$ cat config.mk
export PLATFORM = sky130hd
export DESIGN_NAME = instr_loader
export DESIGN_NICKNAME = d
export VERILOG_FILES = /design/src/rtl/instr_loader.sv
export SDC_FILE = /design/constraint.sdc
export NUM_CORES = 1
export LEC_CHECK = 0
export ABC_AREA = 1
export ABC_CLOCK_PERIOD_IN_PS = 2900
export BUFFER_PORTS_ARGS = -buffer_cell sky130_fd_sc_hd__clkbuf_2
export CAP_MARGIN = 10
export CORE_AREA = 5 5 98 100
export DETAILED_ROUTE_END_ITERATION = 6
export DIE_AREA = 0 0 103 105
export PLACE_DENSITY_LB_ADDON = 0.12
export SYNTH_ARGS = -nofsm -noshare
export SYNTH_HDL_FRONTEND = slang
export SYNTH_SLANG_ARGS = --single-unit
$ cat constraint.sdc
create_clock -name clk_i -period 2.9 [get_ports clk_i]
set_input_delay 0.145 -clock clk_i [delete_from_list [all_inputs] [get_ports clk_i]]
set_output_delay 0.145 -clock clk_i [all_outputs]
set_load 0.05 [all_outputs]
$ cat src/rtl/instr_loader.sv
// Instruction image loader: packs a little-endian byte stream into words, writes
// them to the instruction memory from address 0, and holds the core in reset until done.
module instr_loader #(
  parameter int ADDRESS_WIDTH = 8,
  parameter int DATA_WIDTH    = 32
) (
  input  logic                     clk_i,
  input  logic                     rst_i,
  input  logic                     start_i,
  input  logic [ADDRESS_WIDTH:0]   word_count_i,
  input  logic                     byte_valid_i,
  input  logic [7:0]               byte_data_i,
  output logic                     byte_ready_o,
  output logic                     wr_en_o,
  output logic [ADDRESS_WIDTH-1:0] wr_addr_o,
  output logic [DATA_WIDTH-1:0]    wr_data_o,
  output logic                     busy_o,
  output logic                     done_o,
  output logic                     cpu_hold_o
);

  localparam int BYTES  = DATA_WIDTH / 8;
  localparam int BIDX_W = (BYTES > 1) ? $clog2(BYTES) : 1;
  localparam logic [ADDRESS_WIDTH:0] MAX_WORDS = {1'b1, {ADDRESS_WIDTH{1'b0}}};

  typedef enum logic [1:0] {S_IDLE, S_COLLECT, S_WRITE, S_DONE} state_t;

  state_t                   state_q;
  logic [ADDRESS_WIDTH:0]   count_q, words_q;
  logic [ADDRESS_WIDTH:0]   count_d, words_d;
  logic [ADDRESS_WIDTH-1:0] addr_q;
  logic [DATA_WIDTH-1:0]    data_q;
  logic [BIDX_W-1:0]        bidx_q;
  logic                     wr_en_q, busy_q, done_q, hold_q;
  logic                     last_byte;

  always_comb begin
    count_d   = (word_count_i > MAX_WORDS) ? MAX_WORDS : word_count_i;
    words_d   = words_q + 1'b1;
    last_byte = (bidx_q == BIDX_W'(BYTES - 1));
  end

  always_ff @(posedge clk_i) begin
    if (rst_i) begin
      state_q <= S_IDLE;
      count_q <= '0;
      words_q <= '0;
      addr_q  <= '0;
      data_q  <= '0;
      bidx_q  <= '0;
      wr_en_q <= 1'b0;
      busy_q  <= 1'b0;
      done_q  <= 1'b0;
      hold_q  <= 1'b1;
    end else begin
      case (state_q)
        S_IDLE, S_DONE: begin
          if (start_i) begin
            count_q <= count_d;
            words_q <= '0;
            addr_q  <= '0;
            bidx_q  <= '0;
            // An empty image finishes immediately and releases the core.
            if (count_d == '0) begin
              state_q <= S_DONE;
              busy_q  <= 1'b0;
              done_q  <= 1'b1;
              hold_q  <= 1'b0;
            end else begin
              state_q <= S_COLLECT;
              busy_q  <= 1'b1;
              done_q  <= 1'b0;
              hold_q  <= 1'b1;
            end
          end
        end
        S_COLLECT: begin
          if (byte_valid_i) begin
            data_q[{bidx_q, 3'b000} +: 8] <= byte_data_i;
            if (last_byte) begin
              bidx_q  <= '0;
              wr_en_q <= 1'b1;
              state_q <= S_WRITE;
            end else begin
              bidx_q <= bidx_q + 1'b1;
            end
          end
        end
        S_WRITE: begin
          wr_en_q <= 1'b0;
          words_q <= words_d;
          // Address stays on the last word so a full-memory load never wraps.
          if (words_d == count_q) begin
            state_q <= S_DONE;
            busy_q  <= 1'b0;
            done_q  <= 1'b1;
            hold_q  <= 1'b0;
          end else begin
            addr_q  <= addr_q + 1'b1;
            state_q <= S_COLLECT;
          end
        end
        default: state_q <= S_IDLE;
      endcase
    end
  end

  assign byte_ready_o = (state_q == S_COLLECT);
  assign wr_en_o      = wr_en_q;
  assign wr_addr_o    = addr_q;
  assign wr_data_o    = data_q;
  assign busy_o       = busy_q;
  assign done_o       = done_q;
  assign cpu_hold_o   = hold_q;

endmodule

=== Word level (Yosys, flattened, before mapping) ===
Index checks and enable logic that the tools add are counted.

* Register bits: 66
* Bits in latches: 0
* Bits in writable memories: 0
* ROM bits: 0
* Input bits: 21
* Word-level logic and storage cells: 69
* Memories kept: 0

* Add/subtract/negate cells: 4
* Multipliers: 0
* Div/mod/pow operators: 0
* $lt $le $gt $ge: 1
* Eq/ne operators: 10
* Shift operators: 2
* Muxes and demuxes: 28
* Bitwise gates (word level): 0
* Reductions and logical operators: 14

{| class="wikitable"
|+ Operator list
! kind !! number
|-
| 32-bit bitwise mux || 1
|-
| 8-bit by 7-bit variable shift with 32-bit output, first input constant || 1
|-
| 8-bit by 7-bit indexed part select with 32-bit output || 1
|-
| 9-bit 2-to-1 mux || 2
|-
| 9-bit case mux with 2 select lines || 1
|-
| 2-bit 2-to-1 mux || 8
|-
| 8-bit 2-to-1 mux || 2
|-
| 8-bit case mux with 2 select lines || 1
|-
| 3-bit AND reduction || 5
|-
| 9-bit by 1-bit adder with 9-bit output, second input constant || 1
|-
| 9-bit equality test || 1
|-
| 9-bit greater-than comparator, second input constant || 1
|-
| 9-bit zero test || 1
|-
| 8-bit by 1-bit adder with 8-bit output, second input constant || 1
|-
| 1-bit 2-to-1 mux || 8
|-
| 2-bit != test, second input constant || 4
|-
| 5-bit negator with 7-bit output || 1
|-
| 2-bit equality test, second input constant || 3
|-
| 1-bit case mux with 2 select lines || 3
|-
| 2-bit case mux with 3 select lines || 1
|-
| 2-bit AND reduction || 3
|-
| 2-bit nonzero test || 3
|-
| 2-bit case mux with 2 select lines || 1
|-
| 2-bit by 1-bit adder with 2-bit output, second input constant || 1
|-
| 4 further kinds || 4
|}

=== Longest topological paths before layout ===
* Depth after elaboration: 6
* Mapped depth: 14
* Mapped depth without buffers: 14

=== Least setup slack after synthesis ===
No wires, ideal clock.

* Kind: flip-flop to flip-flop
* From: register bidx_q[0]
* To: register data_q[13], in the netlist wr_data_o[13]
* Library setup time: 0.086 ns
* Arrival time: 2.041 ns
* Data required time: 2.814 ns
* Slack: 0.774 ns
* Stages on the path, launching flop included: 9
* Path buffers: 3
* Clock period less this slack: 2.126 ns
* Path through: dfxtp_1 clkbuf_1 inv_1 clkbuf_1 ha_1 clkbuf_1 nor2_1 a31oi_1 a211oi_1

* Word-level cells in the longest chain between the ends: 3
* Elaborated cells between the ends (all ways): 4
* Classes of those cells: add/sub (1); shift (2); mux (1)

{| class="wikitable"
|+ RTL lines
! what !! RTL line !! source
|-
| start: declaration || 33 || <nowiki>logic [BIDX_W-1:0] bidx_q;</nowiki>
|-
| start signal: assignment || 85 || <nowiki>bidx_q <= bidx_q + 1'b1;</nowiki>
|-
| 5-bit negator with 7-bit output (*) || 79 || <nowiki>data_q[{bidx_q, 3'b000} +: 8] <= byte_data_i;</nowiki>
|-
| 8-bit by 7-bit indexed part select with 32-bit output or 8-bit by 7-bit variable shift with 32-bit output (tied branches) || 79 ||
|-
| 32-bit bitwise mux (*) || 79 ||
|-
| end signal: indexed assignment || 79 ||
|-
| end: declaration || 32 || <nowiki>logic [DATA_WIDTH-1:0] data_q;</nowiki>
|}

Every way passes the cells marked *; elsewhere a longest branch is shown, timed or not.
A chain may end at the register's enable or synchronous reset.

=== Worst setup path in the final report ===
* From: register bidx_q[0]
* To: register data_q[14], in the netlist wr_data_o[14]

Same word-level chain as after synthesis.

==> flow_summary_export.csv <==
group,metric,value,unit
routing,wire_per_inst,13.5,um
sta,slew_headroom,53.9,%
grt,grt-ovfl-total,0,
cts,clock_latency,0.35,ns
logic_synthesis,synth_top_cell_area_share,39.6,%
placement,port-buffer-count,65,
setup_path,cpLargestDelayFamily,"flip-flops",
sta,finalCriticalPeriod,2.50,ns
setup_path,path_cells,"inv_1 -> ha_1 -> inv_1 -> nor2_1 -> a31oi_1 -> a211oi_1",
hold_path,hold_path.startpoint,"word_count_i[6]",
power,combPwrFrac,32.8,%
logic_synthesis,yosysMostFrequentCell,"nand2_1",
sta,final-max-slew-violation-count,0,
final_layout,syn_to_final_growth,17.8,%
floorplan,die_area,10800,um2
logic_synthesis,yosysSeqAreaShare,39.6,%
setup_path,slowest_stage,"dfxtp_1",
routing,vias,3188,
sta,max_freq,400,MHz
hold_path,hp-class,"in -> reg",
routing,drt-initial-drc-count,113,
power,p_leak,1.64,nW
routing,via_per_inst,4.97,
setup_path,regToRegSetupSlack,0.40,ns
cts,cts_resized,0,
final_layout,layout.nets,561,
logic_synthesis,synthArstFlopShare,0,%
setup_path,worstReg2RegStart,"bidx_q[0]",
cts,clk_pin_slew,0.08,ns
floorplan,fp.coreArea,8590,um2
routing,route.detailed.drc,0,
routing,firstDrtPassIters,4,
sta,hold_viol_final,0,
logic_synthesis,synth_commonest_cells,"nand2_1 (121), dfxtp_1 (66), inv_1 (50)",
grt,antenna_found_initial,0,
logic_synthesis,synth_enable_flop_cells,0,
placement,place_congestion,0.880,
sta,rsz0062_at_grt,"no",
logic_synthesis,synth.largest_area_cell,"dfxtp_1",
logic_synthesis,synth-seq-cells,66,
placement,hpwl,6450,um
logic_synthesis,syn_area,3330,um2
cts,cts_buffers,9,
routing,routed_wl,8640,um
logic_synthesis,synth_cell_type_count,31,
final_layout,final_util,45.7,%
logic_synthesis,synth_ff_type,"dfxtp_1",
logic_synthesis,syn_inst,469,
cts,post_cts_buffers,0,
setup_path,cp-start-kind,"flip-flop",
hold_path,worstHoldPathCells,3,
floorplan,die_h,105,um
power,p_sw,1.15,mW
hold_path,min_to,"count_q[6]",
power,power_frac_clock,31.0,%
sta,worst_slew_pin_slew,0.689,ns
grt,grt_max_degree,47,
power,ir_drop,0.261,mV
cts,cts_hold_buf,0,
logic_synthesis,syn_avg_cell_area,7.11,um2
power,internal_power,1.74,mW
final_layout,antennaDiodeCount,0,
final_layout,drive_gt1_share,18.0,%
cts,clock_path_buffers,2,
floorplan,num_rows,34,
cts,cts_sinks,66,
routing,ant_nets,0,
setup_path,cp_num_buf_inv,2,
setup_path,endpoint_kind,"flip-flop",
sta,finalSetupViolations,0,
cts,htreeDepth,3,
logic_synthesis,yosysWarnings,0,
power,power_density,737,nW/um2
floorplan,io-pin-count,66,
status,status,"completed",
setup_path,cp.arrival,2.76,ns
setup_path,cp_max_fo,14,
setup_path,r2r_cells,6,
floorplan,die_x,103,um
sta,finClkSkew,0.0102,ns
setup_path,critPathMostFrequentCell,"inv_1",
grt,grt_pass1_wl,14700,um
power,p_seq_share,36.2,%
grt,grt_usage,17.0,%
sta,tns,0,ns
sta,period_share,86.3,%
setup_path,slowest_delay,0.58,ns
setup_path,critical_path_required,3.16,ns
setup_path,r2r-end,"wr_data_o[14]",
job,cap_violations,0,
grt,grt_pass1_vias,3092,
power,swShare,39.9,%
logic_synthesis,synth_nets,501,
cts,cts_tree,"yes",
setup_path,critPathKind,"reg -> reg",
cts,clockRootBuffer,"clkbuf_8",
logic_synthesis,synthTopCellsByArea,"dfxtp_1 (40%), nand2_1 (14%), a21oi_1 (7.4%)",
floorplan,start_util,38.8,%
stage by stage:
stage | instance area, um2 | hold slack [ns] | power, mW | setup WS (ns) | instances
finish | 3930 | 0.0352 | 2.89 | 0.397 | 642
global route | 3930 | 0.0346 | 3.10 | 0.198 | 642
CTS | 3930 | 0.0277 | 2.92 | 0.410 | 642
detailed placement | 3700 | 0.405 | 2.02 | 0.453 | 626
global placement | 3700 | 0.402 | 2.01 | 0.630 | 626
floorplan | 3330 | 0.288 | 1.82 | 0.774 | 469
routing by layer:
| layer | global-route usage, % | wire length [um] | share of wire [%] |
|---|---|---|---|
| met1 | 22.1 | 4020 | 46 |
| met5 | 0 | 0 | 0 |
| met2 | 27.5 | 4180 | 48 |
| met3 | 3.93 | 318 | 3.7 |
| met4 | 5.74 | 125 | 1.4 |
worst reg2reg max path, stage by stage (launching register included):
cell and delay (ns):
dfxtp_1 0.58, inv_1 0.32, ha_1 0.47, inv_1 0.08
nor2_1 0.53, a31oi_1 0.17, a211oi_1 0.24
cells in the final DEF (no fill, tap or decap), types with 3 or more instances in the layout:
| cell | netlist | routed |
|---|---|---|
| nand2_1 | 121 | 121 |
| a21oi_2 | 4 | 4 |
| o21ai_0 | 4 | 4 |
| clkbuf_2 | 0 | 65 |
| nand2_2 | 3 | 3 |
| a21oi_1 | 49 | 49 |
| ha_1 | 11 | 11 |
| nor2_1 | 44 | 44 |
| or3_1 | 3 | 3 |
| nand4_1 | 12 | 12 |
| xor2_1 | 5 | 5 |
| nand3_1 | 34 | 34 |
| clkbuf_8 | 2 | 10 |
| a31oi_1 | 13 | 13 |
| inv_1 | 50 | 50 |
| nand3b_1 | 5 | 5 |
| dfxtp_1 | 66 | 66 |
| a211oi_1 | 13 | 13 |
layout make-up:
type | count | area, um2
fillers | 909 | 4660
multi-input cells | 333 | 1710
flip-flops and latches | 66 | 1320
repair buffers | 67 | 340
inverters | 52 | 195
clock buffers | 10 | 138
well taps | 108 | 135
clock inverters | 6 | 88.8
logic make-up after synthesis:
group | share of synthesized area (%)
xor gates and xnor gates | 1.58
adders and majority gates | 4.13
buffers and inverters | 9.08
AOI/OAI and AO/OA | 14.8
and+or+nand+nor | 30.8
DFF | 39.6
power groups by stage:
stage	sequential, mW	clock (mW)	combinational, mW
after floorplan	1.17	0	0.645
after global placement	1.07	0	0.945
after detailed placement	1.07	0	0.953
after CTS	1.05	0.915	0.956
after global routing	1.06	0.972	1.07
final	1.05	0.896	0.949
how the worst max path moves through the flow:
stage               startpoint             to  slack [ns]  depth (start not counted)
floorplan            bidx_q[0]  wr_data_o[13]        0.77                          8
finish               bidx_q[0]  wr_data_o[14]        0.40                          6
global route         bidx_q[0]  wr_data_o[22]        0.20                          6
detailed placement   bidx_q[0]  wr_data_o[14]        0.45                          6
CTS                  bidx_q[0]  wr_data_o[14]        0.41                          6
global placement     bidx_q[0]  wr_data_o[14]        0.63                          6
registers in the layout (all words and copies together) (netlist names):
signal / flops
wr_addr_o: 8
busy_o: 1
words_q: 9
wr_en_o: 1
cpu_hold_o: 1
done_o: 1
bidx_q: 2
count_q: 9
state_q: 2
wr_data_o: 32
(Power assumes the default switching activity.)
